`config.mk`:
```
export PLATFORM = sky130hd
export DESIGN_NAME = nbit_logic_acc
export DESIGN_NICKNAME = d
export VERILOG_FILES = /design/src/rtl/logic_unit_pkg.sv /design/src/rtl/nbit_logic_core.sv /design/src/rtl/nbit_logic_acc.sv
export SDC_FILE = /design/constraint.sdc
export NUM_CORES = 1
export LEC_CHECK = 0
export CORE_MARGIN = 2
export CORE_UTILIZATION = 25
export DETAILED_ROUTE_END_ITERATION = 6
export SETUP_SLACK_MARGIN = 0.02
export SLEW_MARGIN = 20
export SYNTH_ARGS = -nofsm -noshare
export SYNTH_HDL_FRONTEND = slang
export SYNTH_HIERARCHICAL = 1
export SYNTH_SLANG_ARGS = --single-unit
export TNS_END_PERCENT = 5
```
`constraint.sdc`:
```
create_clock -name clk -period 4.6 [get_ports clk]
set_input_delay 0.69 -clock clk [delete_from_list [all_inputs] [get_ports clk]]
set_output_delay 0.69 -clock clk [all_outputs]
set_load 0.02 [all_outputs]
```
`src/rtl/logic_unit_pkg.sv`:
```
// Shared definitions for the datapath logic unit: operation encodings and
// flag bit positions used by the ALU flag register.
package logic_unit_pkg;

    localparam logic [2:0] OP_AND  = 3'b000;
    localparam logic [2:0] OP_OR   = 3'b001;
    localparam logic [2:0] OP_XOR  = 3'b010;
    localparam logic [2:0] OP_NOR  = 3'b011;
    localparam logic [2:0] OP_NAND = 3'b100;
    localparam logic [2:0] OP_XNOR = 3'b101;
    localparam logic [2:0] OP_ANDN = 3'b110;
    localparam logic [2:0] OP_PASS = 3'b111;

    localparam int FLAG_ZERO   = 0;
    localparam int FLAG_PARITY = 1;
    localparam int FLAG_W      = 2;

endpackage

```
`src/rtl/nbit_logic_core.sv`:
```
// Combinational N-bit logic core: every bit computes all eight gate results
// and an 8:1 mux on op picks one.
module nbit_logic_core
    import logic_unit_pkg::*;
#(
    parameter int N = 32
) (
    input  logic [2:0]   op,
    input  logic [N-1:0] x,
    input  logic [N-1:0] b,
    output logic [N-1:0] y
);

    genvar i;
    generate
        for (i = 0; i < N; i++) begin : g_bit
            wire [7:0] r;
            wire       nb;

            and  u_and  (r[OP_AND],  x[i], b[i]);
            or   u_or   (r[OP_OR],   x[i], b[i]);
            xor  u_xor  (r[OP_XOR],  x[i], b[i]);
            nor  u_nor  (r[OP_NOR],  x[i], b[i]);
            nand u_nand (r[OP_NAND], x[i], b[i]);
            xnor u_xnor (r[OP_XNOR], x[i], b[i]);
            not  u_not  (nb, b[i]);
            and  u_andn (r[OP_ANDN], x[i], nb);
            assign r[OP_PASS] = b[i];

            assign y[i] = r[op];
        end
    endgenerate

endmodule

```
`src/rtl/nbit_logic_acc.sv`:
```
// Registered N-bit logic unit with optional accumulator operand, zero/parity
// flags and a one-deep valid/ready output stage.
module nbit_logic_acc
    import logic_unit_pkg::*;
#(
    parameter int           N        = 32,
    parameter logic [N-1:0] ACC_INIT = '0
) (
    input  logic         clk,
    input  logic         rst,
    input  logic         in_valid,
    output logic         in_ready,
    input  logic [2:0]   op,
    input  logic         acc_mode,
    input  logic         acc_clr,
    input  logic [N-1:0] a,
    input  logic [N-1:0] b,
    output logic         out_valid,
    input  logic         out_ready,
    output logic [N-1:0] result,
    output logic         zero,
    output logic         parity
);

    logic [N-1:0]      acc;
    logic [N-1:0]      x;
    logic [N-1:0]      y;
    logic              fire;
    logic [FLAG_W-1:0] flags_d;

    // Handshake: a beat transfers on any edge where valid && ready. The input
    // side is ready whenever the output slot is empty or being drained, so a
    // consume and a new fire in the same cycle replace the beat with no bubble.
    assign in_ready = !out_valid || out_ready;
    assign fire     = in_valid && in_ready;
    assign x        = acc_mode ? acc : a;

    nbit_logic_core #(.N(N)) u_core (
        .op (op),
        .x  (x),
        .b  (b),
        .y  (y)
    );

    // Flags are derived from the value being loaded, not the held result.
    always_comb begin
        flags_d              = '0;
        flags_d[FLAG_ZERO]   = (y == '0);
        flags_d[FLAG_PARITY] = ^y;
    end

    always_ff @(posedge clk or posedge rst) begin
        if (rst) begin
            out_valid <= 1'b0;
            result    <= '0;
            zero      <= 1'b1;
            parity    <= 1'b0;
            acc       <= ACC_INIT;
        end else if (fire) begin
            out_valid <= 1'b1;
            result    <= y;
            zero      <= flags_d[FLAG_ZERO];
            parity    <= flags_d[FLAG_PARITY];
            if (acc_mode) begin
                acc <= y;
            end
        end else begin
            if (out_ready) begin
                out_valid <= 1'b0;
            end
            // A clear colliding with a fire is dropped; only idle clears land.
            if (acc_clr) begin
                acc <= ACC_INIT;
            end
        end
    end

endmodule

```
Word level (Yosys, flattened, before mapping). Cells that the tools add are included.

Bits in registers: 67. Bits of input ports: 73. Output and inout bits: 36. Word-level logic and storage cells: 341.

Magnitude comparators: 1. Equality and inequality tests: 1. Muxes and demuxes: 70. Bitwise logic cells: 256. Reductions and logical operators: 8.

Operator list (count): $mux 32 (4); $bmux 1 s3 (32); $not 1->1 (96); $and 1x1->1 (64); $mux 1 (34); $logic_not 32->1 (1); $or 1x1->1 (32); $reduce_xor 32->1 (1); $xnor 1x1->1 (32); $xor 1x1->1 (32); $lt 3x4->1 const B (1); $reduce_bool 2->1 (2); $ne 2x2->1 const B (1); $reduce_and 2->1 (1); $logic_and 1x1->1 (1); $logic_not 1->1 (1); $logic_or 1x1->1 (1).

Longest topological paths before layout.
Word-level depth: 7. Gate-level depth with buffers: 15. Mapped depth without buffers: 13.

Modules after synthesis. The synthesis kept the hierarchy.

Modules (own cells, without submodules): nbit_logic_core (times used 1, cells each 428, area each 4302.9 um2, seq. area each 0.0 um2); nbit_logic_acc (times used 1, cells each 291, area each 3268.1 um2, seq. area each 1677.9 um2).

Least setup slack after synthesis. Ideal clock, no wire load.

Path type: in2reg. Start: input acc_mode. End: register parity. Setup time: 0.121 ns. Arrival time: 3.353 ns. Required time: 4.479 ns. Path slack: 1.126 ns. Cell stages on the path: 14. Path buffers: 2. Cells stage by stage: buf_2 buf_2 mux2_2 inv_1 ha_1 mux4_2 o21ai_1 inv_1 ha_1 xor2_1 xnor2_1 xnor2_1 xnor2_1 o21ai_1.

Longest elaborated chain between the ends: 6. Elaborated cells between the ends (all ways): 290. Those cells by class: 65 x mux; 224 x bitwise; 1 x reduce/logical.

RTL lines: start, declared (RTL line nbit_logic_acc.sv:14) `input logic acc_mode,`; $mux 32 * (RTL line nbit_logic_acc.sv:36) `assign x = acc_mode ? acc : a;`; net x[8] (RTL line nbit_logic_acc.sv:26) `logic [N-1:0] x;`; $or 1x1->1 or $and 1x1->1 (tied branches); $not 1->1 (on tied branches) (RTL line nbit_logic_core.sv:23, nbit_logic_core.sv:24); $bmux 1 s3 * (RTL line nbit_logic_core.sv:30) `assign y[i] = r[op];`; $mux 1 (not written as such) * (RTL line nbit_logic_core.sv:30); net y[8] (RTL line nbit_logic_acc.sv:27) `logic [N-1:0] y;`; $reduce_xor 32->1 * (RTL line nbit_logic_acc.sv:49) `flags_d[FLAG_PARITY] = ^y;`; end signal, assigned (RTL line nbit_logic_acc.sv:63) `parity <= flags_d[FLAG_PARITY];`; end, declared (RTL line nbit_logic_acc.sv:22) `output logic parity`.

Mark *: on every way through the listed nets, which the timed path passes. The rest lies on a longest branch. The select of a mux whose other input is x is not followed. A chain may end at the register's enable or synchronous reset.

Final worst setup path. Ends and elaborated chain as after synthesis.

==> run summary <==
Pint: 1.71 mW
Vias/cell: 4.46
Post-layout net count: 1054
Number of flops mapped to enable cells by yosys: 0
Layout cell share with drive strength beyond 1: 0.157
FF-to-FF Start: acc[1]
Sw power: 0.880 mW
Critical Path AT: 4110 ps
CTS tree: yes
ANT nets after route: 0
Cell with the most instances after synthesis: ha_1
DIE AREA: 31700 sq um
First-pass GRT wire length: 29700 um
FP Rows: 63
Post-Syn Area: 7570 sq um
Max-slew headroom: 0.272
Sequential power share: 0.286
Post-CTS Setup Inserts: 0
Ys async rst share: 1.00
Synth cell types: 32
Peak supply drop: 225 uV
Drt pass-1 iters: 4
Largest net degree at the start of global routing: 69
Register area share after synthesis: 0.222
Min Clock Period, post-route: 3920 ps
Post-CTS Hold Buffers: 0
Slew @ Worst Pin: 1090 ps
Skew final: 8.30 ps
IO Count: 109
WL final: 18700 um
RePlAce Congestion: 0.755
Required time of the worst setup path: 4790 ps
Critical path class: input port to register
Critical path origin: acc_mode
Synth top area share: 0.291
Port bufs: 108
Overall Global Routing Usage: 0.121
Clock Pin Slew Worst Setup and Hold Paths: 50 ps
Initial Util: 0.255
CTS resizes: 0
Post-synth top cells: ha_1, inv_1, dfrtp_1
CP max FO: 33
Worst min path class: register to register
Core area: 29700 sq um
Post-route DRC violation count: 0
Power Density: 279 nW/um^2
Syn Area/Cell: 10.5 sq um
Fmax: 255 MHz
Unrepaired setup endpoints after global routing: false
Most area-hungry cell type in the Yosys netlist: ha_1
DR iter-0 viols: 255
Largest cells by area after synthesis: ha_1, dfrtp_1, mux4_2
Clock buffer depth: 2
Die extent in x: 178 um
Top_reg_cell synth: dfrtp_1
Vias: 5357
Initial antenna violation count: 1
Critical path startpoint category: input port
H-tree depth: 3
Area growth syn-to-layout: 22.6%
Hold violation count in the final report: 0
Critical Path Sink Type: register
Max-cap viol count: 0
Seq cells post-synth: 67
Run status: finished clean
Clock power share: 0.285
CTS buffer count: 9
Total grt overflow: 0
Clk sinks: 67
Root buf cell: clkbuf_16
Setup_tns: 0 ps
Pleak: 4.39 nW
Final HPWL DP: 14400 um
Synthesized net count: 968
Synth Warn #: 6
Clock latency on the worst-skew pair: 340 ps
Tcrit/Tclk final: 0.851
Final setup fails: 0
Fin. max-slew vios: 0
Number of global-route vias before repair: 5472
DR WL/cell: 15.6 um
Die height: 178 um
Sw frac: 0.340
Cells after Synth: 719
Comb power frac: 0.429
Min-delay src: result[15]
WHS: 474 ps
-- cells in the final DEF, fill, tap and decap left out, types with 9 or more instances in the layout --
master	instances
nand2_1	58
mux2_2	41
mux4_2	45
a22o_1	32
a221o_1	9
xnor2_1	13
nor2_1	10
dfrtp_1	66
clkbuf_16	9
inv_1	119
clkdlybuf4s50_1	105
o21ai_1	23
mux2_4	9
o22ai_1	9
a21oi_1	9
ha_1	176
o21ai_0	34
mux2i_1	9
-- cell type report --
class	instances	area [sq um]
Antenna cell	1	2.50
Tap cell	390	488
Multi-Input combinational cell	492	5170
Clock inverter	7	92.6
Clock buffer	9	225
Sequential cell	67	1680
Timing Repair Buffer	115	1170
Inverter	120	450
Fill cell	3050	20400
-- kinds of logic (layout without fill, tap and decap cells) --
group,Yosys count,in the layout,share of synthesized area
adder cells (fa/ha/maj),176,176,0.291
AO/OA/AOI/OAI,117,117,0.102
multiplexers,105,105,0.228
XOR/XNOR,15,15,0.0174
other,0,1,0
buffers and inverters,160,251,0.0957
AND/OR/NAND/NOR,79,79,0.0443
flip-flops,67,67,0.222
-- critical path: stages --
cell and delay [ps]:
clkdlybuf4s50_1 510, buf_12 250, mux2_2 410, inv_1 90
ha_1 240, mux2_4 270, a221o_1 420, inv_1 150
ha_1 260, xor2_1 150, xnor2_1 240, xnor2_1 180
xnor2_1 150, o21ai_1 70
-- sequential cells by signal, summed over array words and instances, names as in the netlist --
register and flops:
acc 32, out_valid 1, parity 1, result 32, zero 1
-- power groups by stage --
| stage | combinational [mW] | sequential (mW) | clock (mW) |
|---|---|---|---|
| 2_1_floorplan | 0.701 | 0.799 | 0 |
| 3_3_place_gp | 1.10 | 0.752 | 0 |
| 3_5_place_dp | 1.13 | 0.752 | 0 |
| 4_1_cts | 1.13 | 0.744 | 0.758 |
| 5_1_grt | 1.24 | 0.751 | 0.783 |
| 6_report | 1.11 | 0.741 | 0.737 |
-- per-layer routing --
| layer | global-route usage | up-vias | wire length, um |
|---|---|---|---|
| met1 | 0.163 | 2608 | 8860 |
| met5 | 0 | - | 10 |
| met2 | 0.199 | 111 | 8610 |
| met3 | 0.0258 | 17 | 1000 |
| met4 | 0.0283 | 2 | 248 |
| li1 | - | 2619 | - |
-- per-stage QoR --
stage          instance area [sq um]  power (mW)  std cells   util  setup slack (ps)
2_1_floorplan                   7570        1.50        719      -              1130
3_3_place_gp                    8960        1.85       1184  0.301               387
3_5_place_dp                    8960        1.88       1184  0.301               356
4_1_cts                         9280        2.63       1200  0.312               723
5_1_grt                         9280        2.77       1200  0.312               568
6_report                        9280        2.59       1201  0.312               684
-- path summary, 6_finish.rpt --
check                                  end  slack (ps)  cells after the start
max in group asynchronous        result[8]        2800                      3
min in group asynchronous          acc[13]         920                      2
worst max register to register      parity        1510                     12
worst max-delay path                parity         680                     14
worst min register to register  result[15]         470                      2
worst min-delay path            result[15]         470                      2
No activity file was read; power rests on OpenSTA's default activity.
